## src/rtl/muldiv_pkg.sv

```systemverilog
// Shared op encodings, FSM state codes and op-class decode for the multiply issue controller.
// The MADD family only decodes as a multiply when MULDIV_MADD_EN is defined.
package muldiv_pkg;

  typedef enum logic [3:0] {
    MD_NONE  = 4'd0,
    MD_MULT  = 4'd1,
    MD_MULTU = 4'd2,
    MD_MTHI  = 4'd3,
    MD_MTLO  = 4'd4,
    MD_MADD  = 4'd5,
    MD_MADDU = 4'd6,
    MD_MSUB  = 4'd7,
    MD_MSUBU = 4'd8
  } muldiv_op_t;

  localparam logic [1:0] ST_IDLE = 2'd0;
  localparam logic [1:0] ST_BUSY = 2'd1;
  localparam logic [1:0] ST_ACC  = 2'd2;
  localparam logic [1:0] ST_DONE = 2'd3;

  function automatic logic is_mul_op(muldiv_op_t op);
`ifdef MULDIV_MADD_EN
    return op inside {MD_MULT, MD_MULTU, MD_MADD, MD_MADDU, MD_MSUB, MD_MSUBU};
`else
    return op inside {MD_MULT, MD_MULTU};
`endif
  endfunction

  function automatic logic is_signed_op(muldiv_op_t op);
    return op inside {MD_MULT, MD_MADD, MD_MSUB};
  endfunction

  function automatic logic is_acc_op(muldiv_op_t op);
    return op inside {MD_MADD, MD_MADDU, MD_MSUB, MD_MSUBU};
  endfunction

  function automatic logic is_sub_op(muldiv_op_t op);
    return op inside {MD_MSUB, MD_MSUBU};
  endfunction

endpackage

```

## src/rtl/muldiv_issue_ctrl_hilo_regs.sv

```systemverilog
// Architectural HI/LO storage; product and accumulate writes take precedence over MTHI/MTLO.
module hilo_regs #(
  parameter int DATA_W = 32
) (
  input  logic                  clk,
  input  logic                  rst,
  input  logic                  mthi_we,
  input  logic                  mtlo_we,
  input  logic [DATA_W-1:0]     mt_dat,
  input  logic                  prod_we,
  input  logic                  acc_we,
  input  logic                  acc_sub,
  input  logic [2*DATA_W-1:0]   prod_dat,
  output logic [DATA_W-1:0]     hi_out,
  output logic [DATA_W-1:0]     lo_out
);

  logic [2*DATA_W-1:0] hilo_q, hilo_d, acc_sum;

  always_comb begin
    acc_sum = acc_sub ? (hilo_q - prod_dat) : (hilo_q + prod_dat);
    hilo_d  = hilo_q;
    if (prod_we) begin
      hilo_d = prod_dat;
    end else if (acc_we) begin
      hilo_d = acc_sum;
    end else begin
      if (mthi_we) hilo_d[2*DATA_W-1:DATA_W] = mt_dat;
      if (mtlo_we) hilo_d[DATA_W-1:0]        = mt_dat;
    end
  end

  always_ff @(posedge clk) begin
    if (rst) hilo_q <= '0;
    else     hilo_q <= hilo_d;
  end

  assign hi_out = hilo_q[2*DATA_W-1:DATA_W];
  assign lo_out = hilo_q[DATA_W-1:0];

endmodule

```

## src/rtl/muldiv_issue_ctrl.sv

```systemverilog
// EX-stage issue FSM for the multi-cycle multiplier: launch, hold operands until out_valid, write HI/LO.
// Optional MADD/MSUB accumulate path (extra ACC state) enabled by defining MULDIV_MADD_EN.
module muldiv_issue_ctrl
  import muldiv_pkg::*;
#(
  parameter int DATA_W      = 32,
  parameter int SKIP_CYCLES = 1
) (
  input  logic              clk,
  input  logic              rst,
  input  logic              ex_valid,
  input  logic [3:0]        ex_op,
  input  logic [DATA_W-1:0] ex_srca,
  input  logic [DATA_W-1:0] ex_srcb,
  input  logic              flush,
  output logic              stall_req,
  output logic              mul_in_valid,
  output logic              mul_sign,
  output logic [DATA_W-1:0] mul_srca,
  output logic [DATA_W-1:0] mul_srcb,
  input  logic              mul_out_valid,
  input  logic [DATA_W-1:0] mul_hi,
  input  logic [DATA_W-1:0] mul_lo,
  output logic [DATA_W-1:0] hi_out,
  output logic [DATA_W-1:0] lo_out
);

  localparam int CNT_W = (SKIP_CYCLES < 1) ? 1 : $clog2(SKIP_CYCLES + 1);

  muldiv_op_t          op;
  logic [1:0]          state_q, state_d;
  logic [CNT_W-1:0]    skip_q, skip_d;
  logic [DATA_W-1:0]   srca_q, srca_d, srcb_q, srcb_d;
  logic                sign_q, sign_d;
  logic                md_ok, launch;
  logic                mthi_we, mtlo_we, prod_we, acc_we, acc_sub;
  logic [2*DATA_W-1:0] prod_dat;
`ifdef MULDIV_MADD_EN
  logic                acc_q, acc_d, sub_q, sub_d;
  logic [2*DATA_W-1:0] prod_q, prod_d;
`endif

  assign op     = muldiv_op_t'(ex_op);
  assign md_ok  = ex_valid && !flush;
  assign launch = (state_q == ST_IDLE) && md_ok && is_mul_op(op);

  always_comb begin
    state_d = state_q;
    skip_d  = skip_q;
    srca_d  = srca_q;
    srcb_d  = srcb_q;
    sign_d  = sign_q;
    mthi_we = 1'b0;
    mtlo_we = 1'b0;
    prod_we = 1'b0;
    acc_we  = 1'b0;
`ifdef MULDIV_MADD_EN
    acc_d  = acc_q;
    sub_d  = sub_q;
    prod_d = prod_q;
`endif
    case (state_q)
      ST_IDLE: begin
        if (launch) begin
          srca_d  = ex_srca;
          srcb_d  = ex_srcb;
          sign_d  = is_signed_op(op);
          skip_d  = CNT_W'(SKIP_CYCLES);
          state_d = ST_BUSY;
`ifdef MULDIV_MADD_EN
          acc_d = is_acc_op(op);
          sub_d = is_sub_op(op);
`endif
        end else if (md_ok) begin
          mthi_we = (op == MD_MTHI);
          mtlo_we = (op == MD_MTLO);
        end
      end
      ST_BUSY: begin
        // A valid seen during the skip window belongs to the previous op.
        if (skip_q != '0) begin
          skip_d = skip_q - CNT_W'(1);
        end else if (mul_out_valid) begin
`ifdef MULDIV_MADD_EN
          if (acc_q) begin
            prod_d  = {mul_hi, mul_lo};
            state_d = ST_ACC;
          end else begin
            prod_we = 1'b1;
            state_d = ST_DONE;
          end
`else
          prod_we = 1'b1;
          state_d = ST_DONE;
`endif
        end
      end
`ifdef MULDIV_MADD_EN
      ST_ACC: begin
        acc_we  = 1'b1;
        state_d = ST_DONE;
      end
`endif
      ST_DONE: state_d = ST_IDLE;
      default: state_d = ST_IDLE;
    endcase
    if (flush) begin
      state_d = ST_IDLE;
      mthi_we = 1'b0;
      mtlo_we = 1'b0;
      prod_we = 1'b0;
      acc_we  = 1'b0;
    end
  end

  always_ff @(posedge clk) begin
    if (rst) begin
      state_q <= ST_IDLE;
      skip_q  <= '0;
      srca_q  <= '0;
      srcb_q  <= '0;
      sign_q  <= 1'b0;
`ifdef MULDIV_MADD_EN
      acc_q  <= 1'b0;
      sub_q  <= 1'b0;
      prod_q <= '0;
`endif
    end else begin
      state_q <= state_d;
      skip_q  <= skip_d;
      srca_q  <= srca_d;
      srcb_q  <= srcb_d;
      sign_q  <= sign_d;
`ifdef MULDIV_MADD_EN
      acc_q  <= acc_d;
      sub_q  <= sub_d;
      prod_q <= prod_d;
`endif
    end
  end

`ifdef MULDIV_MADD_EN
  assign acc_sub  = sub_q;
  assign prod_dat = (state_q == ST_ACC) ? prod_q : {mul_hi, mul_lo};
`else
  assign acc_sub  = 1'b0;
  assign prod_dat = {mul_hi, mul_lo};
`endif

  assign mul_in_valid = (state_q == ST_BUSY);
  assign stall_req    = launch || (state_q == ST_BUSY) || (state_q == ST_ACC);
  assign mul_sign     = sign_q;
  assign mul_srca     = srca_q;
  assign mul_srcb     = srcb_q;

  hilo_regs #(.DATA_W(DATA_W)) u_hilo (
    .clk      (clk),
    .rst      (rst),
    .mthi_we  (mthi_we),
    .mtlo_we  (mtlo_we),
    .mt_dat   (ex_srca),
    .prod_we  (prod_we),
    .acc_we   (acc_we),
    .acc_sub  (acc_sub),
    .prod_dat (prod_dat),
    .hi_out   (hi_out),
    .lo_out   (lo_out)
  );

endmodule

```

## config.mk

```make
export PLATFORM = sky130hd
export DESIGN_NAME = muldiv_issue_ctrl
export DESIGN_NICKNAME = d
export VERILOG_FILES = /design/src/rtl/muldiv_pkg.sv /design/src/rtl/muldiv_issue_ctrl_hilo_regs.sv /design/src/rtl/muldiv_issue_ctrl.sv
export SDC_FILE = /design/constraint.sdc
export NUM_CORES = 1
export LEC_CHECK = 0
export ABC_CLOCK_PERIOD_IN_PS = 4700
export BUFFER_PORTS_ARGS = -buffer_cell sky130_fd_sc_hd__buf_2
export CORE_MARGIN = 3
export CORE_UTILIZATION = 28
export DETAILED_ROUTE_END_ITERATION = 6
export GPL_ROUTABILITY_DRIVEN = 0
export RECOVER_POWER = 100
export SLEW_MARGIN = 10
export SYNTH_ARGS = -nofsm -noshare
export SYNTH_HDL_FRONTEND = slang
export SYNTH_HIERARCHICAL = 1
export SYNTH_SLANG_ARGS = --single-unit
```

## constraint.sdc

```tcl
create_clock -name clk -period 4.7 [get_ports clk]
set_input_delay 0 -clock clk [delete_from_list [all_inputs] [get_ports clk]]
set_output_delay 0 -clock clk [all_outputs]
set_load 0.05 [all_outputs]
```

# ---- Word-level counts from Yosys, hierarchy flattened
# Cells that the tools add are included.
dict set report totals {
  inputBits 137
  ff_bits 132
  wordCells 57
  out_inout_bits 131
}
dict set report op_classes {
  n_eq_ne 11
  muxes 22
  n_addsub 1
  reduce_logical 16
}
# op count
set ops {}
lappend ops {{$mux W32} 2}
lappend ops {{$mux W64} 1}
lappend ops {{$mux W1} 14}
lappend ops {{$eq A4 B3 Y1 const B} 3}
lappend ops {{$eq A4 B2 Y1 const B} 2}
lappend ops {{$reduce_bool A2 Y1} 4}
lappend ops {{$mux W2} 3}
lappend ops {{$eq A4 B1 Y1 const B} 1}
lappend ops {{$ne A2 B2 Y1 const B} 2}
lappend ops {{$pmux W2 S2} 1}
lappend ops {{$reduce_and A2 Y1} 2}
lappend ops {{$logic_and A1 B1 Y1} 3}
lappend ops {{$reduce_and A3 Y1} 1}
lappend ops {{$reduce_bool A3 Y1} 1}
lappend ops {{$eq A2 B1 Y1 const B} 1}
lappend ops {{$eq A2 B2 Y1 const B} 1}
lappend ops {{$logic_not A2 Y1} 1}
lappend ops {{$logic_or A1 B1 Y1} 2}
lappend ops {{$ne A2 B1 Y1 const B} 1}
lappend ops {{$pmux W1 S2} 1}
lappend ops {{$reduce_or A2 Y1} 1}
lappend ops {{$logic_not A1 Y1} 1}
lappend ops {{$sub A1 B1 Y1 const B} 1}

# ---- Longest topological paths before layout
# Gate-level depths: netlist of run 1.
dict set report logic_depth {
  depth_word 9
  mapped_depth 24
  depth_no_buf 23
}

# ---- Modules after synthesis
# Netlist of run 1, hierarchy kept.
# module n_inst seq_area_each_um2 cells_per_inst area_each_um2
set by_module_without_submodules {}
lappend by_module_without_submodules {hilo_regs 1 1281.2 1191 8364.3}
lappend by_module_without_submodules {muldiv_issue_ctrl 1 1361.3 306 3153.0}

# ---- Worst setup path after synthesis of run 1
# OpenSTA, ideal clock, no wires.
dict set report synth_path {
  path_kind {input to register}
  start {input port mul_lo[16]}
  end {register u_hilo.hilo_q[58]}
  stages 20
  setup_time_ns 0.122
  arrival_time_ns 3.843
  setup_slack_ns 0.735
  required_ns 4.578
  path_cell_list {or4_1 or2_4 nor3_4 and3b_2 and2_4 and2b_2 and3_1 buf_6 nand2_4 nor2_4 a21oi_1 xnor2_1 ha_1 clkbuf_1 nand2_1 or3_1 o22ai_1 a31oi_1 and4_1 a311o_1}
}
# element line_no
set synth_lines {}
lappend synth_lines {{start: declaration} muldiv_issue_ctrl.sv:23} ;# input logic [DATA_W-1:0] mul_lo,
lappend synth_lines {{end signal: assignment} muldiv_issue_ctrl_hilo_regs.sv:35} ;# else hilo_q <= hilo_d;
lappend synth_lines {{end: declaration} muldiv_issue_ctrl_hilo_regs.sv:18} ;# logic [2*DATA_W-1:0] hilo_q, hilo_d, acc_sum;

==> summary.md, run 1 <==
| Metric | Value |
|---|---|
| Status | `finished with violations` |
| Failing checks | `max-capacitance violations, max-slew violations` |
| Seq cells post-synth | `132` |
| Syn Std Cell Area | `11,500 um2` |
| GR Layer Usage met2 | `34.7%` |
| Power density cells | `318 nW/um2` |
| Cell Area, Placed | `13,400 um2` |
| Fin Clk Skew | `15.5 ps` |
| Core area | `40,200 um2` |
| Vias in the first global route | `12,300` |
| Met3 usage | `4.23%` |
| Int Power | `0.00275 W` |
| CTS tree | `done` |
| Critical Setup Path Class | `primary input to register` |
| CP Max Fanout | `6` |
| Clock group share of total power | `29.1%` |
| First-pass GRT wire length | `73,200 um` |
| WL final | `49,000 um` |
| Syn avg cell area | `7.69 um2` |
| Clock Tree Root | `clkbuf_16` |
| Largest net degree at the start of global routing | `86` |
| Routed wire per std cell | `20.4 um` |
| HPWL Detailed | `36,600 um` |
| Synth Flop Type | `dfxtp_1` |
| Worst rel slew slack | `-96.8%` |
| Actual slew at the worst max-slew pin | `2950 ps` |
| Post-synth EDFFs | `0` |
| Max_cap viols | `3` |
| Switching Fraction | `42.8%` |
| Final routed DRC violation total | `0` |
| Routing usage on met1 | `28.4%` |
| Buffers on Ports | `267` |
| Final Max Slew Viols | `111` |
| Period utilization | `97.1%` |
| Maximum root-to-sink buffer count | `2` |
| CP Launch Type | `primary input` |
| Seq pwr share | `26.8%` |
| Initial DRT Pass Iterations | `6` |
| Final net count | `2,065` |
| Final WS setup | `134 ps` |
| Initial antenna violation count | `1` |
| VDD IR-drop max | `204 uV` |
| Critical Path AT | `4960 ps` |
| FFs w/ async S/R, synth | `0%` |
| WP data required | `5090 ps` |
| Chip height | `209 um` |
| Minimum clock period after layout | `4570 ps` |
| Max Freq | `219 MHz` |
| DP Worst Slack | `149 ps` |
| GR peak layer | `met2` |
| Synth cell types | `88` |
| Die W | `209 um` |
| YS warnings | `6` |
| P_leak | `6.06 nW` |
| Mapped Cells | `1,497` |
| Via/cell ratio | `5.33` |
| CTS H-tree depth | `4` |
| Clock Latency Late Sink | `450 ps` |
| Net load switching power | `0.00206 W` |
| Final Setup Violations | `0` |
| Share of the yosys chip area belonging to registers | `22.9%` |
| Area grow syn2layout | `31.1%` |
| Share of cells above drive strength 1 | `13.2%` |
| IO Pins | `268` |
| CTS buffer count | `17` |
| Min-Delay Path Class | `primary input to register` |
| Final Hold Fails | `0` |
| DRT antenna net count | `0` |
| GRT overflow | `0` |
| Clock sink count | `132` |
| Combinational power share | `44.2%` |
| Initial Utilization | `28.7%` |
| Vias | `12,800` |
| # rows | `73` |
| Clock transition at path regs | `80 ps` |
| Setup crit end kind | `register` |
| Filler Cells Inserted | `4,176` |
| Total Die Area | `43,600 um2` |
| GRT Total Usage | `21.3%` |
| Iteration-0 DRC Markers | `1,364` |
| Final Cell Area | `15,100 um2` |
[state kept, by name, indices dropped and copies added, names as in the netlist]
| name | count |
|---|---|
| u_hilo/hilo_q | 64 |
| mul_srca | 32 |
| mul_srcb | 32 |
| state_q | 2 |
| mul_sign | 1 |
| skip_q | 1 |
[repair_timing]
item	CTS	global route
hold endpoints to repair	128	0
resized for setup	0	17
setup buffers	0	3
endpoints found under the setup margin	0	2
hold buffers	131	0
[layer usage]
layer / vias up / part of all wire (%)
li1: 6059 / -
met1: 6020 / 44
met2: 649 / 45
met3: 77 / 7.7
met4: 0 / 3.0
met5: - / 0
[power groups by stage]
stage / sequential, W / clock, W / combinational (W)
2_1_floorplan: 0.00156 / 0 / 0.00118
3_3_place_gp: 0.00131 / 0 / 0.00198
3_5_place_dp: 0.00131 / 0 / 0.00198
4_1_cts: 0.00128 / 0.00142 / 0.00208
5_1_grt: 0.00130 / 0.00147 / 0.00228
6_report: 0.00129 / 0.00140 / 0.00212
[worst paths after layout]
kind	depth (start not counted)	slack, ps	startpoint	to
max	24	130	mul_lo[16]	u_hilo/hilo_q[57]
min	3	30	mul_lo[29]	u_hilo/hilo_q[29]
max reg2reg	4	400	state_q[1]	mul_srcb[14]
min reg2reg	2	470	mul_srca[19]	mul_srca[19]
[through the flow]
step	power (W)	TNS [ps]	hold slack, ps	utilization, %	std cells
3_5_place_dp	0.00329	0	273	33.2	2235
3_3_place_gp	0.00328	0	263	33.2	2235
5_1_grt	0.00505	-1.85	49.9	37.6	2402
4_1_cts	0.00479	0	1.53	38.0	2398
6_report	0.00481	0	31.0	37.6	2403
2_1_floorplan	0.00274	0	119	-	1501
[worst max-delay path, stage by stage]
cell           delay, ps
dlygate4sd3_1        540
buf_2                140
or4_1                570
or2_4                290
nor3_4               140
and3b_2              260
and2_4               170
and2b_2              220
and3_4               280
nor2_1                70
xnor2_1              130
ha_1                 290
nand2_1               90
nor2_2               150
nand4_1              190
nor3_2               150
nand3_1              150
a21oi_2              190
o21ai_1              110
o21ai_1              190
buf_4                160
nand3_1               70
o211ai_1             200
a32o_1               200
[layout make-up]
| cell class | instances | area [um2] | share of cell area, % |
|---|---|---|---|
| repair buffers | 437 | 2740 | 18.2 |
| inverters | 41 | 154 | 1.02 |
| clock buffers | 17 | 425 | 2.82 |
| flip-flops and latches | 132 | 2640 | 17.5 |
| well taps | 525 | 657 | 4.35 |
| diodes | 2 | 5.00 | 0.0331 |
| multi-input cells | 1234 | 8310 | 55.0 |
| clock inverters | 15 | 164 | 1.09 |
[kinds of logic (layout without fill, tap and decap cells)]
group	count (synthesis)	in the layout	share of synthesized area, %
AND/OR/NAND/NOR	535	535	23.8
buffers and inverters	135	510	5.52
flip-flops	132	132	22.9
XOR/XNOR	123	123	9.42
other	1	7	0.0326
adder cells (fa/ha/maj)	65	65	7.13
AO/OA/AOI/OAI	412	412	22.9
multiplexers	94	94	8.25
[layout by cell type, fill, tap and decap left out, drive strengths merged, types with 8 or more instances in the layout]
master	n
a31oi	18
dfxtp	132
nor2	117
nand2b	134
clkbuf	159
nor3	40
buf	164
ha	64
nor2b	17
nand2	136
inv	49
nor4	13
nand4	23
dlygate4sd3	131
nand3	9
xnor2	96
o21a	8
a21oi	160
o21bai	17
and3	10
o211ai	21
xor2	27
a21o	35
o31ai	10
o21ai	61
a211oi	25
mux2i	87
[synth_stat cells, types with 3 or more instances]
master / instances / area (um2)
nand3_1: 9 / 45.0
xnor2_1: 95 / 832
or4_1: 3 / 22.5
a211o_1: 3 / 26.3
and2_1: 3 / 18.8
a2111oi_0: 4 / 35.0
dfxtp_1: 132 / 2640
inv_1: 41 / 154
or3_1: 7 / 43.8
o21bai_1: 17 / 128
o211ai_1: 19 / 143
a31oi_1: 17 / 106
o21ai_0: 58 / 290
nand2b_1: 134 / 838
a221oi_1: 6 / 52.6
a221o_1: 4 / 40.0
nor2_1: 115 / 432
o21ai_1: 3 / 15.0
o31a_1: 3 / 26.3
a21o_1: 35 / 263
and3_1: 10 / 62.6
o31ai_1: 8 / 60.1
o221ai_1: 3 / 26.3
nand4_1: 23 / 144
nor2b_1: 17 / 106
a22oi_1: 3 / 22.5
mux2i_1: 87 / 871
clkbuf_1: 72 / 270
a211oi_1: 24 / 180
buf_1: 8 / 30.0
and4_1: 3 / 26.3
buf_12: 7 / 140
mux2_2: 7 / 78.8
buf_2: 4 / 20.0
xor2_1: 27 / 236
ha_1: 64 / 801
nand2_1: 135 / 507
o21a_1: 8 / 60.1
a311oi_1: 3 / 26.3
o22ai_1: 4 / 25.0
nor3b_1: 4 / 30.0
nor3_1: 38 / 190
or2_2: 3 / 18.8
nor4_1: 12 / 75.1
a21oi_1: 160 / 801
Note: power is estimated with default switching activity, not from simulation.
==> inputs of run 2 (changes only) <==
--- a/config.mk
+++ b/config.mk
@@ -5,13 +5,14 @@
 export SDC_FILE = /design/constraint.sdc
 export NUM_CORES = 1
 export LEC_CHECK = 0
-export ABC_CLOCK_PERIOD_IN_PS = 4700
+export ABC_CLOCK_PERIOD_IN_PS = 5100
 export BUFFER_PORTS_ARGS = -buffer_cell sky130_fd_sc_hd__buf_2
 export CORE_MARGIN = 3
 export CORE_UTILIZATION = 28
 export DETAILED_ROUTE_END_ITERATION = 6
 export GPL_ROUTABILITY_DRIVEN = 0
 export RECOVER_POWER = 100
+export SETUP_SLACK_MARGIN = 0.5
 export SLEW_MARGIN = 10
 export SYNTH_ARGS = -nofsm -noshare
 export SYNTH_HDL_FRONTEND = slang
==> constraint.sdc (replaced) <==
create_clock -name clk -period 5.1 [get_ports clk]
set_input_delay 0 -clock clk [delete_from_list [all_inputs] [get_ports clk]]
set_output_delay 0 -clock clk [all_outputs]
set_load 0.05 [all_outputs]
==> summary.md, run 2 (synthesis results as in run 1) <==
| Metric | Value |
|---|---|
| Status | `finished with violations` |
| Failing checks | `max-capacitance violations, max-slew violations` |
| Clock Latency Late Sink | `450 ps` |
| Max Freq | `223 MHz` |
| P_leak | `6.07 nW` |
| Setup crit end kind | `register` |
| IO Pins | `268` |
| HPWL Detailed | `36,100 um` |
| Reg-to-Reg Start | `state_q[1]` |
| Top reg by flops | `u_hilo/hilo_q` |
| Hold_sp | `mul_hi[22]` |
| CP Max Fanout | `6` |
| Final net count | `2,062` |
| Power density cells | `294 nW/um2` |
| Die W | `209 um` |
| WP data required | `5490 ps` |
| Critical Setup Path Class | `primary input to register` |
| Total Die Area | `43,600 um2` |
| Filler Cells Inserted | `4,175` |
| CTS H-tree depth | `4` |
| CTS tree | `done` |
| Clock sink count | `132` |
| Via/cell ratio | `5.36` |
| Buffers on Ports | `267` |
| Largest net degree at the start of global routing | `147` |
| Min-Delay Path Class | `primary input to register` |
| # rows | `73` |
| Final Max Slew Viols | `255` |
| Final Setup Violations | `0` |
| Clock transition at path regs | `70 ps` |
| Worst reg2reg endpoint | `u_hilo/hilo_q[24]` |
| Core area | `40,200 um2` |
| Area grow syn2layout | `31.9%` |
| Vias in the first global route | `12,300` |
| Fin Clk Skew | `14.4 ps` |
| GRT Total Usage | `21.2%` |
| Placed insts | `2,215` |
| Max FFs per register | `64` |
| Chip height | `209 um` |
| Maximum root-to-sink buffer count | `2` |
| First-pass GRT wire length | `73,200 um` |
| Initial antenna violation count | `2` |
| Actual slew at the worst max-slew pin | `2170 ps` |
| Commonest non-fill, non-tap cells in the layout | `a21oi_1, clkbuf_1, nand2b_1, buf_2` |
| Period utilization | `87.9%` |
| Final routed DRC violation total | `0` |
| Critical Path AT | `4870 ps` |
| Clock Tree Root | `clkbuf_16` |
| Share of cells above drive strength 1 | `13.8%` |
| Reg2Reg Setup Slack | `950 ps` |
| Fin cells | `2,401` |
| Routed wire per std cell | `20.4 um` |
| Commonest non-fill, non-tap cell in the layout | `a21oi_1` |
| Hold EP | `u_hilo/hilo_q[54]` |
| Initial DRT Pass Iterations | `6` |
| GRT overflow | `0` |
| Iteration-0 DRC Markers | `1,285` |
| DRT antenna net count | `0` |
| VDD IR-drop max | `172 uV` |
| CTS buffer count | `17` |
| Max_cap viols | `5` |
| Worst setup path startpoint | `mul_lo[10]` |
| Total negative setup slack | `0 ps` |
| Minimum clock period after layout | `4480 ps` |
| WL final | `48,900 um` |
| Worst rel slew slack | `-45.1%` |
| RSZ-0062 raised after global routing | `no` |
| Initial Utilization | `28.7%` |
| Worst reg-to-reg path cell count | `9` |
| CP Launch Type | `primary input` |
| Vias | `12,900` |
| Hold depth | `3` |
| Final Hold Fails | `0` |
## run 2: how the worst max path moves through the flow
stage	to	slack (ps)	cells after the start
after floorplan	u_hilo/hilo_q[58]	1140	20
after global placement	u_hilo/hilo_q[57]	550	23
after detailed placement	u_hilo/hilo_q[57]	470	23
after CTS	u_hilo/hilo_q[57]	510	22
after global routing	u_hilo/hilo_q[57]	340	24
final	u_hilo/hilo_q[57]	620	24
## run 2: per-layer routing
layer	vias up	share of wire, %	wire length [um]	global-route usage, %
met2	650	46	22400	35.0
met5	-	0	0	0
met1	6050	43	21000	27.7
met3	98	8.3	4050	4.56
li1	6063	-	-	-
met4	0	3.1	1500	6.93
## run 2: critical path: stages
cell,delay [ps]
dlygate4sd3_1,540
buf_2,160
nor4_2,330
nand2b_1,200
nor2_1,320
and3b_1,310
and2_4,200
and2b_2,220
and3_4,200
nor2_1,60
xnor2_1,120
ha_2,380
nand2_2,100
nor2_4,130
nand4_1,140
nor3_1,220
nand3_1,160
a21oi_2,220
o21ai_2,100
o21ai_1,140
buf_4,150
nand3_1,80
o211ai_1,190
a32o_1,190
## run 2: repair_timing
item	CTS	global route
hold buffers	132	0
endpoints found under the setup margin	0	2
hold endpoints to repair	126	0
setup buffers	0	19
resized for setup	0	41
## run 2: final cells by class
| cell class | count | area [um2] | area share, % |
|---|---|---|---|
| Inverter | 41 | 154 | 1.01 |
| Timing Repair Buffer | 434 | 2750 | 18.1 |
| Antenna cell | 3 | 7.51 | 0.0494 |
| Clock inverter | 14 | 176 | 1.16 |
| Sequential cell | 132 | 2640 | 17.4 |
| Multi-Input combinational cell | 1234 | 8380 | 55.2 |
| Clock buffer | 18 | 429 | 2.82 |
| Tap cell | 525 | 657 | 4.32 |
## run 2: power by group
group	internal (W)	total, W	switching [W]
sequential	0.00111	0.00118	0.0000772
clock	0.000775	0.00132	0.000543
combinational	0.000739	0.00197	0.00123
## run 2: per-stage QoR
step | setup WS (ps) | hold WS, ps | power, W | utilization (%) | instance area, um2
finish | 616 | 34.5 | 0.00447 | 37.8 | 15200
global route | 335 | 21.9 | 0.00470 | 37.8 | 15200
global placement | 547 | 264 | 0.00299 | 32.9 | 13200
CTS | 510 | 2.40 | 0.00442 | 37.7 | 15100
floorplan | 1140 | 119 | 0.00253 | - | 11500
detailed placement | 475 | 269 | 0.00301 | 32.9 | 13200
